## config.mk

```make
export PLATFORM = sky130hd
export DESIGN_NAME = spi_ram_master
export DESIGN_NICKNAME = d
export VERILOG_FILES = /design/src/rtl/spi_ram_master.sv
export SDC_FILE = /design/constraint.sdc
export NUM_CORES = 1
export LEC_CHECK = 0
export BUFFER_PORTS_ARGS = -buffer_cell sky130_fd_sc_hd__buf_2
export CORE_ASPECT_RATIO = 0.75
export CORE_MARGIN = 1
export CORE_UTILIZATION = 50
export DETAILED_ROUTE_END_ITERATION = 7
export PLACE_DENSITY = 0.82
export SLEW_MARGIN = 20
export SYNTH_ARGS = -nofsm -noshare
export SYNTH_HDL_FRONTEND = slang
export SYNTH_SLANG_ARGS = --single-unit
export TNS_END_PERCENT = 5
```

## constraint.sdc

```tcl
create_clock -name clk -period 2.7 [get_ports clk]
set_input_delay 0.54 -clock clk [delete_from_list [all_inputs] [get_ports clk]]
set_output_delay 0.54 -clock clk [all_outputs]
set_load 0.05 [all_outputs]
```

## src/rtl/spi_ram_master.sv

```systemverilog
// SPI master for the on-chip SPI RAM slave: frames {cmd, payload} on MOSI
// under SS_n and, for read-data commands, captures the 8-bit reply from MISO.
module spi_ram_master #(
  parameter int RD_LATENCY = 3,
  parameter int GAP        = 1
) (
  input  logic       clk,
  input  logic       rst_n,
  input  logic       start,
  input  logic [1:0] cmd,
  input  logic [7:0] wr_data,
  output logic       busy,
  output logic       done,
  output logic [7:0] rd_data,
  output logic       rd_valid,
  output logic       SS_n,
  output logic       MOSI,
  input  logic       MISO
);

  typedef enum logic [2:0] {
    IDLE, SEL, SHIFT, HOLD, WAIT_RD, READ, STOP
  } state_t;

  localparam logic [3:0] LAT_LAST = 4'(RD_LATENCY - 1);
  localparam logic [3:0] GAP_LAST = 4'(GAP - 1);

  state_t     state;
  logic [3:0] cnt;
  logic [9:0] frame;
  logic [7:0] cap;
  logic       is_rd;
  logic       cap_en;
  logic       next_last;

  assign is_rd = (frame[9:8] == 2'b11);

  // MISO is sampled on the edge that leaves WAIT_RD and on every READ edge
  // except the one that moves to STOP: eight samples, MSB first.
  assign cap_en = ((state == WAIT_RD) && (cnt == LAT_LAST)) ||
                  ((state == READ) && (cnt != 4'd7));

  // High when the coming cycle is the final STOP cycle of the transaction.
  assign next_last = (((state == HOLD) || ((state == READ) && (cnt == 4'd7))) &&
                      (GAP_LAST == 4'd0)) ||
                     ((state == STOP) && (cnt != GAP_LAST) &&
                      ((cnt + 4'd1) == GAP_LAST));

  always_ff @(posedge clk) begin
    if ((state == IDLE) && start)
      frame <= {cmd, (cmd == 2'b11) ? 8'h00 : wr_data};
    if (cap_en)
      cap <= {cap[6:0], MISO};
  end

  always_ff @(posedge clk or negedge rst_n) begin
    if (!rst_n) begin
      state    <= IDLE;
      cnt      <= 4'd0;
      busy     <= 1'b0;
      done     <= 1'b0;
      rd_valid <= 1'b0;
      rd_data  <= 8'h00;
      SS_n     <= 1'b1;
      MOSI     <= 1'b0;
    end else begin
      done     <= next_last;
      rd_valid <= next_last && is_rd;
      if (next_last && is_rd)
        rd_data <= cap;
      case (state)
        IDLE: begin
          if (start) begin
            state <= SEL;
            busy  <= 1'b1;
            SS_n  <= 1'b0;
            MOSI  <= 1'b0;
          end
        end
        SEL: begin
          state <= SHIFT;
          cnt   <= 4'd9;
          MOSI  <= frame[9];
        end
        SHIFT: begin
          if (cnt == 4'd0) begin
            MOSI  <= 1'b0;
            state <= is_rd ? WAIT_RD : HOLD;
          end else begin
            cnt  <= cnt - 4'd1;
            MOSI <= frame[cnt - 4'd1];
          end
        end
        HOLD: begin
          state <= STOP;
          cnt   <= 4'd0;
          SS_n  <= 1'b1;
        end
        WAIT_RD: begin
          if (cnt == LAT_LAST) begin
            state <= READ;
            cnt   <= 4'd0;
          end else begin
            cnt <= cnt + 4'd1;
          end
        end
        READ: begin
          if (cnt == 4'd7) begin
            state <= STOP;
            cnt   <= 4'd0;
            SS_n  <= 1'b1;
          end else begin
            cnt <= cnt + 4'd1;
          end
        end
        STOP: begin
          MOSI <= 1'b0;
          if (cnt == GAP_LAST) begin
            state <= IDLE;
            cnt   <= 4'd0;
            busy  <= 1'b0;
          end else begin
            cnt <= cnt + 4'd1;
          end
        end
        default: state <= IDLE;
      endcase
    end
  end

endmodule
```

==> results of run 1 <==
[worst paths after layout]
path / cells past startpoint / start / endpoint
min in group clk: 1 / MISO / cap[0]$_DFFE_PP_
max in group asynchronous: 1 / rst_n / SS_n$_DFFE_PN1P_
hold / removal: 1 / rst_n / cnt[0]$_DFFE_PN0P_
hold reg to reg: 0 / cap[3]$_DFFE_PP_ / cap[4]$_DFFE_PP_
setup / recovery: 7 / cnt[0]$_DFFE_PN0P_ / rd_data[0]$_DFFE_PN0P_
setup reg to reg: 7 / cnt[0]$_DFFE_PN0P_ / rd_data[0]$_DFFE_PN0P_
[Yosys cell counts (2+ instances only)]
library cell / n / share of area, %
nor2_1: 9 / 1.7
or2_2: 2 / 0.64
mux2_4: 8 / 6.1
and2_1: 10 / 3.2
ha_1: 5 / 3.2
xnor2_1: 4 / 1.8
inv_1: 5 / 0.96
nand3_1: 3 / 0.77
nand2_1: 12 / 2.3
buf_6: 3 / 1.7
o21bai_1: 2 / 0.77
clkbuf_1: 5 / 0.96
o21ai_0: 13 / 3.3
edfxtp_1: 18 / 28
nand3b_1: 2 / 0.77
nor3b_1: 2 / 0.77
nor3_1: 2 / 0.51
a21oi_1: 9 / 2.3
mux4_2: 2 / 2.3
nand2b_1: 4 / 1.3
dfrtp_1: 19 / 24
[metrics by stage]
step	util [%]	setup slack, ns
floorplan	-	0.191
global placement	57.1	0.498
detailed placement	57.1	0.444
CTS	60.2	0.421
global route	60.2	0.300
finish	60.2	0.422
[metal layers]
metal / wire length [µm] / global-route usage, % / vias up / part of all wire [%]
li1: - / - / 648 / -
met1: 1700 / 28.7 / 600 / 51
met2: 1410 / 25.7 / 39 / 42
met3: 208 / 7.07 / 5 / 6.2
met4: 29 / 4.85 / 0 / 0.87
met5: 0 / 0 / - / 0
[power breakdown]
group / total [W] / internal, W / leakage (nW) / switching, W
combinational: 0.00132 / 0.000552 / 0.483 / 0.000768
sequential: 0.00105 / 0.000822 / 0.416 / 0.000231
clock: 0.000484 / 0.000301 / 0.0585 / 0.000184
total: 0.00286 / 0.00167 / 0.957 / 0.00118
[critical path, stage by stage (launching register included)]
cell and delay [ns]:
dfrtp_1 0.47, buf_4 0.20, ha_1 0.25, xor2_1 0.16
nor3b_1 0.20, a31o_1 0.18, nor2b_4 0.35, mux2_4 0.34
[logic make-up after synthesis]
kind of cell	Yosys count	share of synthesized area (%)
mux	11	8.96
xor+xnor	5	2.24
compound gates	39	13.1
flops	38	53.3
fa+ha+maj	5	3.20
buf+inv	14	3.90
simple gates	53	15.3
[cell type report]
type	count	area, µm²
clock buffers	7	86.3
clock inverters	1	30.0
fillers	309	1480
inverters	5	18.8
multi-input cells	113	837
flip-flops and latches	38	1040
well taps	52	65.1
repair buffers	29	153
[registers in the layout, indices dropped and copies added, names as in the netlist]
| register | cells |
|---|---|
| state | 3 |
| cap | 8 |
| cnt | 4 |
| busy | 1 |
| rd_data | 8 |
| SS_n | 1 |
| rd_valid | 1 |
| MOSI | 1 |
| frame | 10 |
| done | 1 |
==> results.ini, run 1 <==
[final_layout]
finalInstanceArea_um2 = 2230
finish.cell_count_without_fillers = 245
layout.cells.most_common = buf_2
final_layout_size_suffix_gt1_share_pct = 28.5
area_delta_synth_final_pct = 14.1
nNetsFinal = 211
n_antenna_cell = 0
most-common-layout-cells = buf_2 (26), dfrtp_1 (19), edfxtp_1 (18), o21ai_0 (13), nand2_1 (12)

[clock_network]
clock_latency_at_the_later_pin_of_the_worst_skew_pair_ns = 0.29
clkSinkCount = 38
cts_made_buffers = 5
clk_pin_slew_ns = 0.07
cts.root.buffer_cell = clkbuf_8
clk_path_buf_depth = 2
htree_levels = 2
cts-resized-gates = 0
cts_post_setup_buffers_inserted = 0
tritoncts_clock_tree = yes
quantity_of_hold_fixing_buffers_added_after_cts = 0

[power]
vdd_drop_max_v = 0.000704
power_density_nw_per_um2 = 1280
cellLeakagePower_nw = 0.957
power_total_w = 0.00286

[yosys]
syn_area_um2 = 1960
synthCells = 165
ys_seq_elements = 38
syn_area_per_cell_um2 = 11.9
synth-seq-area-share_pct = 53.3
synth_ff_type = dfrtp_1
synth_enable_flop_cells = 18
synth_cell_type_count = 47
synth.yosys.warnings = 0
post_synth_net_total = 184
synth-async-reset-ratio_pct = 52.6

[floorplan]
die_height_um = 56.2
chipWidth_um = 74.2
fp.dieArea_um2 = 4170
floorplan.core_area_um2 = 3710
num_rows = 19
initial_utilization_pct = 52.7
io_pins = 27

[sta]
final-max-slew-violation-count = 0
hold_slack_ns = 0.183
fin_crit_ns = 2.28
setup_repair_after_global_routing_missed_its_margin = false
slew-limit-headroom_pct = 60.6
timing_worst_slew_pin_value_ns = 0.592
clock_skew_ns = 0.00857
report.final.setup_viol = 0
hold_viol = 0
achievable-frequency_mhz = 439
final.period_utilization_pct = 84.4
finalSetupTns_ns = 0

[worst_setup_path]
cp_data_arrival_time_ns = 2.45
crit_path_start_kind = register
critical_path.max_fanout = 9
worst_setup_path_end_kind = register
critPathKind = reg -> reg
setup.reg_to_reg.worst_slack_ns = 0.42
timing.critical_path.required_ns = 2.87

[run_status]
run_status = complete, no violations

[route]
drt.antenna.violating_nets = 0
route.final.wire_length_um = 3340
drcViolationCount = 0
routedWlPerCell_um = 13.6
initialDrtViolationCount = 107
viasPerCell = 5.27
dr_vias = 1292
drtPass1Iterations = 5

[place]
buffer_ports.inserted = 26
place_inst = 237
gp_congestion = 0.875
place_area_um2 = 2120
place_hpwl_um = 2500

[global_routing]
antenna_found_initial = 0
grt_overflow_total = 0
grt_max_degree = 22
globalRouteTotalUtil_pct = 19.0
grt_pass1_wl_um = 5820
via_count_of_the_first_global_routing_pass = 1207

[hold_path]
hp-class = in -> async

[job]
drv.max_cap_violation_count = 0

(Power assumes the default switching activity.)
==> inputs of run 2 (changes only) <==
clock period = 2 ns   (was 2.7 ns; I/O delays follow)
==> results.ini, run 2 (synthesis results as in run 1) <==
[run_status]
run_status = complete, but fails checks
failing_checks = negative setup slack

[global_routing]
grt_max_degree = 21
grt_pass1_wl_um = 6820
globalRouteTotalUtil_pct = 22.8
grt_overflow_total = 0
via_count_of_the_first_global_routing_pass = 1376
antenna_found_initial = 0

[route]
initialDrtViolationCount = 79
drcViolationCount = 0
drt.antenna.violating_nets = 0
routedWlPerCell_um = 15.3
route.final.wire_length_um = 4090
viasPerCell = 5.36
drtPass1Iterations = 4
dr_vias = 1431

[worst_setup_path]
dominant_delay_contributor_by_cell_family_on_the_critical_path = simple AND/OR/NAND/NOR gates
cp_data_arrival_time_ns = 2.29
max_stage_delay_ns = 0.44
slowest_stage = dfrtp_2
critical_path.max_fanout = 7
critical_path.n_buffers_inverters = 2
critPathKind = reg -> reg
path_cells = inv_2 > ha_4 > or3b_4 > and2_4 > a31o_1 > nor2b_4 > buf_12 > mux2_4
worst_setup_path_end_kind = register
crit_path_start_kind = register
timing.critical_path.required_ns = 2.18

[power]
share_seq_of_total_power_pct = 30.7
cellLeakagePower_nw = 1.08
power_switching_share_pct = 41.7
clkPwrFrac_pct = 12.7
vdd_drop_max_v = 0.00100
power.net_switching_w = 0.00177
p_int_w = 0.00247
power_total_w = 0.00424
power_density_nw_per_um2 = 1730
p_comb_share_pct = 56.7

[floorplan]
floorplan.core_area_um2 = 3710
num_rows = 19
io_pins = 27
chipWidth_um = 74.2
fp.dieArea_um2 = 4170
die_height_um = 56.2
initial_utilization_pct = 52.7

[sta]
slew-limit-headroom_pct = 67.5
achievable-frequency_mhz = 475
report.final.setup_viol = 8
final.setup.worst_slack_ns = -0.107
finalSetupTns_ns = -0.781
final.period_utilization_pct = 105
fin_crit_ns = 2.11
setup_repair_after_global_routing_missed_its_margin = true
hold_slack_ns = 0.0622
hold_viol = 0
clock_skew_ns = 0.00550
timing_worst_slew_pin_value_ns = 0.488
final-max-slew-violation-count = 0

[final_layout]
final_layout_size_suffix_gt1_share_pct = 38.6
layout.cells.most_common = buf_2
area_delta_synth_final_pct = 25.0
nNetsFinal = 233
top_register = frame
finalInstanceArea_um2 = 2440
largest_register_ffs = 10
finish.cell_count_without_fillers = 267
n_antenna_cell = 0
top_regs = frame x10, cap x8, rd_data x8
most-common-layout-cells = buf_2 (26), buf_4 (22), dfrtp_1 (18), edfxtp_1 (18), nand2_1 (12)
fillerInstances = 285

[place]
buffer_ports.inserted = 26
gp_congestion = 0.965
place_hpwl_um = 2830
place_area_um2 = 2220
place_inst = 249

[clock_network]
htree_levels = 2
clk_path_buf_depth = 2
cts_made_buffers = 5
clock_latency_at_the_later_pin_of_the_worst_skew_pair_ns = 0.29
tritoncts_clock_tree = yes
clk_pin_slew_ns = 0.07
clkSinkCount = 38
cts.root.buffer_cell = clkbuf_8
quantity_of_hold_fixing_buffers_added_after_cts = 0

[hold_path]
hp-class = in -> async

[job]
drv.max_cap_violation_count = 0

[run 2: changes by cell type in the layout (fill, tap and decap cells not counted), sizes merged]
cell and change:
buf +22, clkbuf +1, bufinv -1
[run 2: worst reg2reg max path: cells and delay by family, from the launching register on]
family / cells / cell delay [ns]
mux: 1 / 0.30
buf+inv: 2 / 0.25
compound gates: 1 / 0.19
simple gates: 3 / 0.69
fa+ha+maj: 1 / 0.13
flops: 1 / 0.44
[run 2: per-stage QoR]
stage / setup WS (ns) / util (%)
floorplan: -0.137 / -
global placement: -0.0328 / 60.0
detailed placement: -0.0911 / 60.0
CTS: -0.0511 / 65.3
global route: -0.156 / 65.9
finish: -0.107 / 65.9
[run 2: final timing paths]
kind	from	to	slack [ns]	cells after the start
min in group clk	MISO	cap[0]$_DFFE_PP_	0.28	1
worst min register to register	cap[3]$_DFFE_PP_	cap[4]$_DFFE_PP_	0.46	0
worst max register to register	cnt[1]$_DFFE_PN0P_	rd_data[1]$_DFFE_PN0P_	-0.11	8
worst max-delay path	cnt[1]$_DFFE_PN0P_	rd_data[1]$_DFFE_PN0P_	-0.11	8
max in group asynchronous	rst_n	cnt[1]$_DFFE_PN0P_	1.58	1
worst min-delay path	rst_n	MOSI$_DFFE_PN0P_	0.06	1
[run 2: cell type report]
class                      count  area [µm²]  share of cell area, %
sequential                    38        1040                   42.7
multi-input combinational    113         877                   35.9
timing repair buffer          51         347                   14.2
clock buffer                   8        90.1                   3.69
tap                           52        65.1                   2.66
inverter                       5        21.3                  0.870
[run 2: repair_timing]
item	in CTS	in global routing
pin swaps	1	1
resized for setup	10	4
buffers inserted	8	2
endpoints found under the setup margin	20	14
cloned	0	0
hold endpoints to repair	0	0
[run 2: layer usage]
layer / wire length [µm] / up-vias / track usage (%)
li1: - / 688 / -
met1: 1930 / 684 / 33.9
met2: 1810 / 46 / 31.6
met3: 231 / 13 / 7.25
met4: 114 / 0 / 7.55
met5: 0 / - / 0
[run 2: power by group through the flow]
stage | clock, W | combinational, W | sequential [W]
floorplan | 0 | 0.00128 | 0.00159
global placement | 0 | 0.00208 | 0.00129
detailed placement | 0 | 0.00212 | 0.00130
CTS | 0.000547 | 0.00231 | 0.00129
global route | 0.000579 | 0.00258 | 0.00133
finish | 0.000536 | 0.00240 | 0.00130
==> inputs of run 3 (changes only) <==
ABC_AREA = 1   (was default)
CORE_UTILIZATION = 24   (was 50)
PLACE_DENSITY = 0.49   (was 0.82)
==> results.ini, run 3 <==
[power]
power_density_nw_per_um2 = 1620
vdd_drop_max_v = 0.000442
p_comb_share_pct = 51.5
cellLeakagePower_nw = 1.15
p_int_w = 0.00193
clkPwrFrac_pct = 13.6
power.net_switching_w = 0.00184
power_switching_share_pct = 48.8
share_seq_of_total_power_pct = 34.9

[yosys]
synth_cell_type_count = 29
ys_seq_elements = 38
synth_ff_type = dfrtp_1
synth-seq-area-share_pct = 52.9
synth.yosys.warnings = 0
syn_area_per_cell_um2 = 8.49
ys_top_cells_by_count = nand2_1 (68), inv_1 (27), nor2_1 (26), nand3_1 (25), dfrtp_1 (19)
synth_largest_area_cell = edfxtp_1
synth.area.top_cells = edfxtp_1 (27%), dfrtp_1 (24%), nand2_1 (13%)
synth_enable_flop_cells = 18
synth-async-reset-ratio_pct = 52.6
most_common_cell_in_the_synthesized_netlist = nand2_1
post_synth_net_total = 251
syn_area_um2 = 1970
yosys.area.top_type_share_pct = 27.4
synthCells = 232

[clock_network]
clk_pin_slew_ns = 0.08
clock_latency_at_the_later_pin_of_the_worst_skew_pair_ns = 0.29
cts_post_setup_buffers_inserted = 0
clk_path_buf_depth = 2
cts_made_buffers = 5
clkSinkCount = 38
cts-resized-gates = 0
quantity_of_hold_fixing_buffers_added_after_cts = 0
htree_levels = 2
cts.root.buffer_cell = clkbuf_8
tritoncts_clock_tree = yes

[sta]
timing_worst_slew_pin_value_ns = 0.479
final-max-slew-violation-count = 0
clock_skew_ns = 0.00514
report.final.setup_viol = 0
final.period_utilization_pct = 86.2
achievable-frequency_mhz = 580
fin_crit_ns = 1.72
slew-limit-headroom_pct = 68.1
setup_repair_after_global_routing_missed_its_margin = false
hold_viol = 0
finalSetupTns_ns = 0
final.setup.worst_slack_ns = 0.276

[route]
drtPass1Iterations = 4
drt.antenna.violating_nets = 0
routedWlPerCell_um = 11.2
drcViolationCount = 0
dr_vias = 1543
viasPerCell = 4.16
initialDrtViolationCount = 101
route.final.wire_length_um = 4150

[worst_setup_path]
slowest_stage = dfrtp_1
path_cells = inv_1 > buf_4 > ha_1 > inv_1 > nand2_1 > nand2_1 > a21oi_1 > nand3_1 > nand3_1 > nand3_1
crit_path_start_kind = register
critical_path.max_fanout = 10
timing.critical_path.required_ns = 2.18
max_stage_delay_ns = 0.38
critPathKind = reg -> reg
worst_setup_path_end_kind = register
cp_data_arrival_time_ns = 1.90
critical_path.most_common_cell = nand3_1

[hold_path]
hp-class = in -> async

[floorplan]
floorplan.core_area_um2 = 7920
die_height_um = 80.5
fp.dieArea_um2 = 8580
io_pins = 27
initial_utilization_pct = 24.9
num_rows = 28
chipWidth_um = 107

[global_routing]
grt_overflow_total = 0
grt_max_degree = 21
globalRouteTotalUtil_pct = 10.3
antenna_found_initial = 0
via_count_of_the_first_global_routing_pass = 1360
grt_pass1_wl_um = 6820

[final_layout]
top_register = frame
top_regs = frame x10, cap x8, rd_data x8
nNetsFinal = 284
final_layout_size_suffix_gt1_share_pct = 19.9
area_delta_synth_final_pct = 17.9
layout.cells.most_common = nand2_1
fillerInstances = 868
final_core_util_pct = 29.3
n_antenna_cell = 0
most-common-layout-cells = nand2_1 (68), inv_1 (27), nor2_1 (26), buf_2 (26), nand3_1 (25)
largest_register_ffs = 10

[place]
buffer_ports.inserted = 26
place_hpwl_um = 3200
gp_congestion = 0.823
post-place-ws_ns = 0.274

[run_status]
run_status = complete, no violations

[job]
drv.max_cap_violation_count = 0

run 3: cell type report:
| class | instances | area, µm² | share of cell area (%) |
|---|---|---|---|
| clock buffers | 5 | 68.8 | 2.96 |
| clock inverters | 3 | 16.3 | 0.700 |
| inverters | 30 | 113 | 4.85 |
| multi-input cells | 160 | 792 | 34.1 |
| flip-flops and latches | 38 | 1040 | 44.9 |
| well taps | 105 | 131 | 5.65 |
| repair buffers | 30 | 160 | 6.89 |
run 3: worst paths after layout:
check / from / end / slack, ns / depth (start not counted)
setup / recovery: cnt[0]$_DFFE_PN0P_ / MOSI$_DFFE_PN0P_ / 0.28 / 10
max in group asynchronous: rst_n / SS_n$_DFFE_PN1P_ / 1.58 / 1
min in group clk: cmd[0] / frame[8]$_DFFE_PP_ / 0.30 / 1
hold / removal: rst_n / rd_valid$_DFF_PN0_ / 0.06 / 1
hold reg to reg: cap[3]$_DFFE_PP_ / cap[4]$_DFFE_PP_ / 0.45 / 0
setup reg to reg: cnt[0]$_DFFE_PN0P_ / MOSI$_DFFE_PN0P_ / 0.28 / 10
run 3: cells by family after synthesis:
logic type	Yosys count	synth area share, %
compound gates	22	6.54
buf+inv	34	7.17
flops	38	52.9
simple gates	133	30.2
fa+ha+maj	5	3.17
run 3: worst max-delay path, delay by kind of cell (launching register included):
family / cells / cell delay [ns]
buffers and inverters: 3 / 0.51
and+or+nand+nor: 5 / 0.39
DFF: 1 / 0.38
adders and majority gates: 1 / 0.21
AOI/OAI and AO/OA: 1 / 0.13
run 3: routing by layer:
metal  track usage (%)  wire (µm)  vias up
met4              2.47         29        0
li1                  -          -      814
met1              16.6       2390      702
met5                 0          0        -
met3              2.68        168        2
met2              13.0       1560       25
run 3: power groups by stage:
| stage | registers [W] | clock network [W] | logic [W] |
|---|---|---|---|
| 6_report | 0.00132 | 0.000511 | 0.00194 |
| 5_1_grt | 0.00136 | 0.000557 | 0.00219 |
| 4_1_cts | 0.00132 | 0.000528 | 0.00195 |
| 3_5_place_dp | 0.00133 | 0 | 0.00195 |
| 3_3_place_gp | 0.00133 | 0 | 0.00196 |
| 2_1_floorplan | 0.00163 | 0 | 0.00118 |
run 3: stage by stage:
step / cells / power (W) / hold WS (ns) / area, µm²
CTS: 371 / 0.00379 / 0.0865 / 2320
finish: 371 / 0.00377 / 0.0604 / 2320
global route: 371 / 0.00410 / 0.102 / 2320
global placement: 363 / 0.00329 / 0.390 / 2240
detailed placement: 363 / 0.00328 / 0.401 / 2240
floorplan: 232 / 0.00280 / 0.104 / 1980
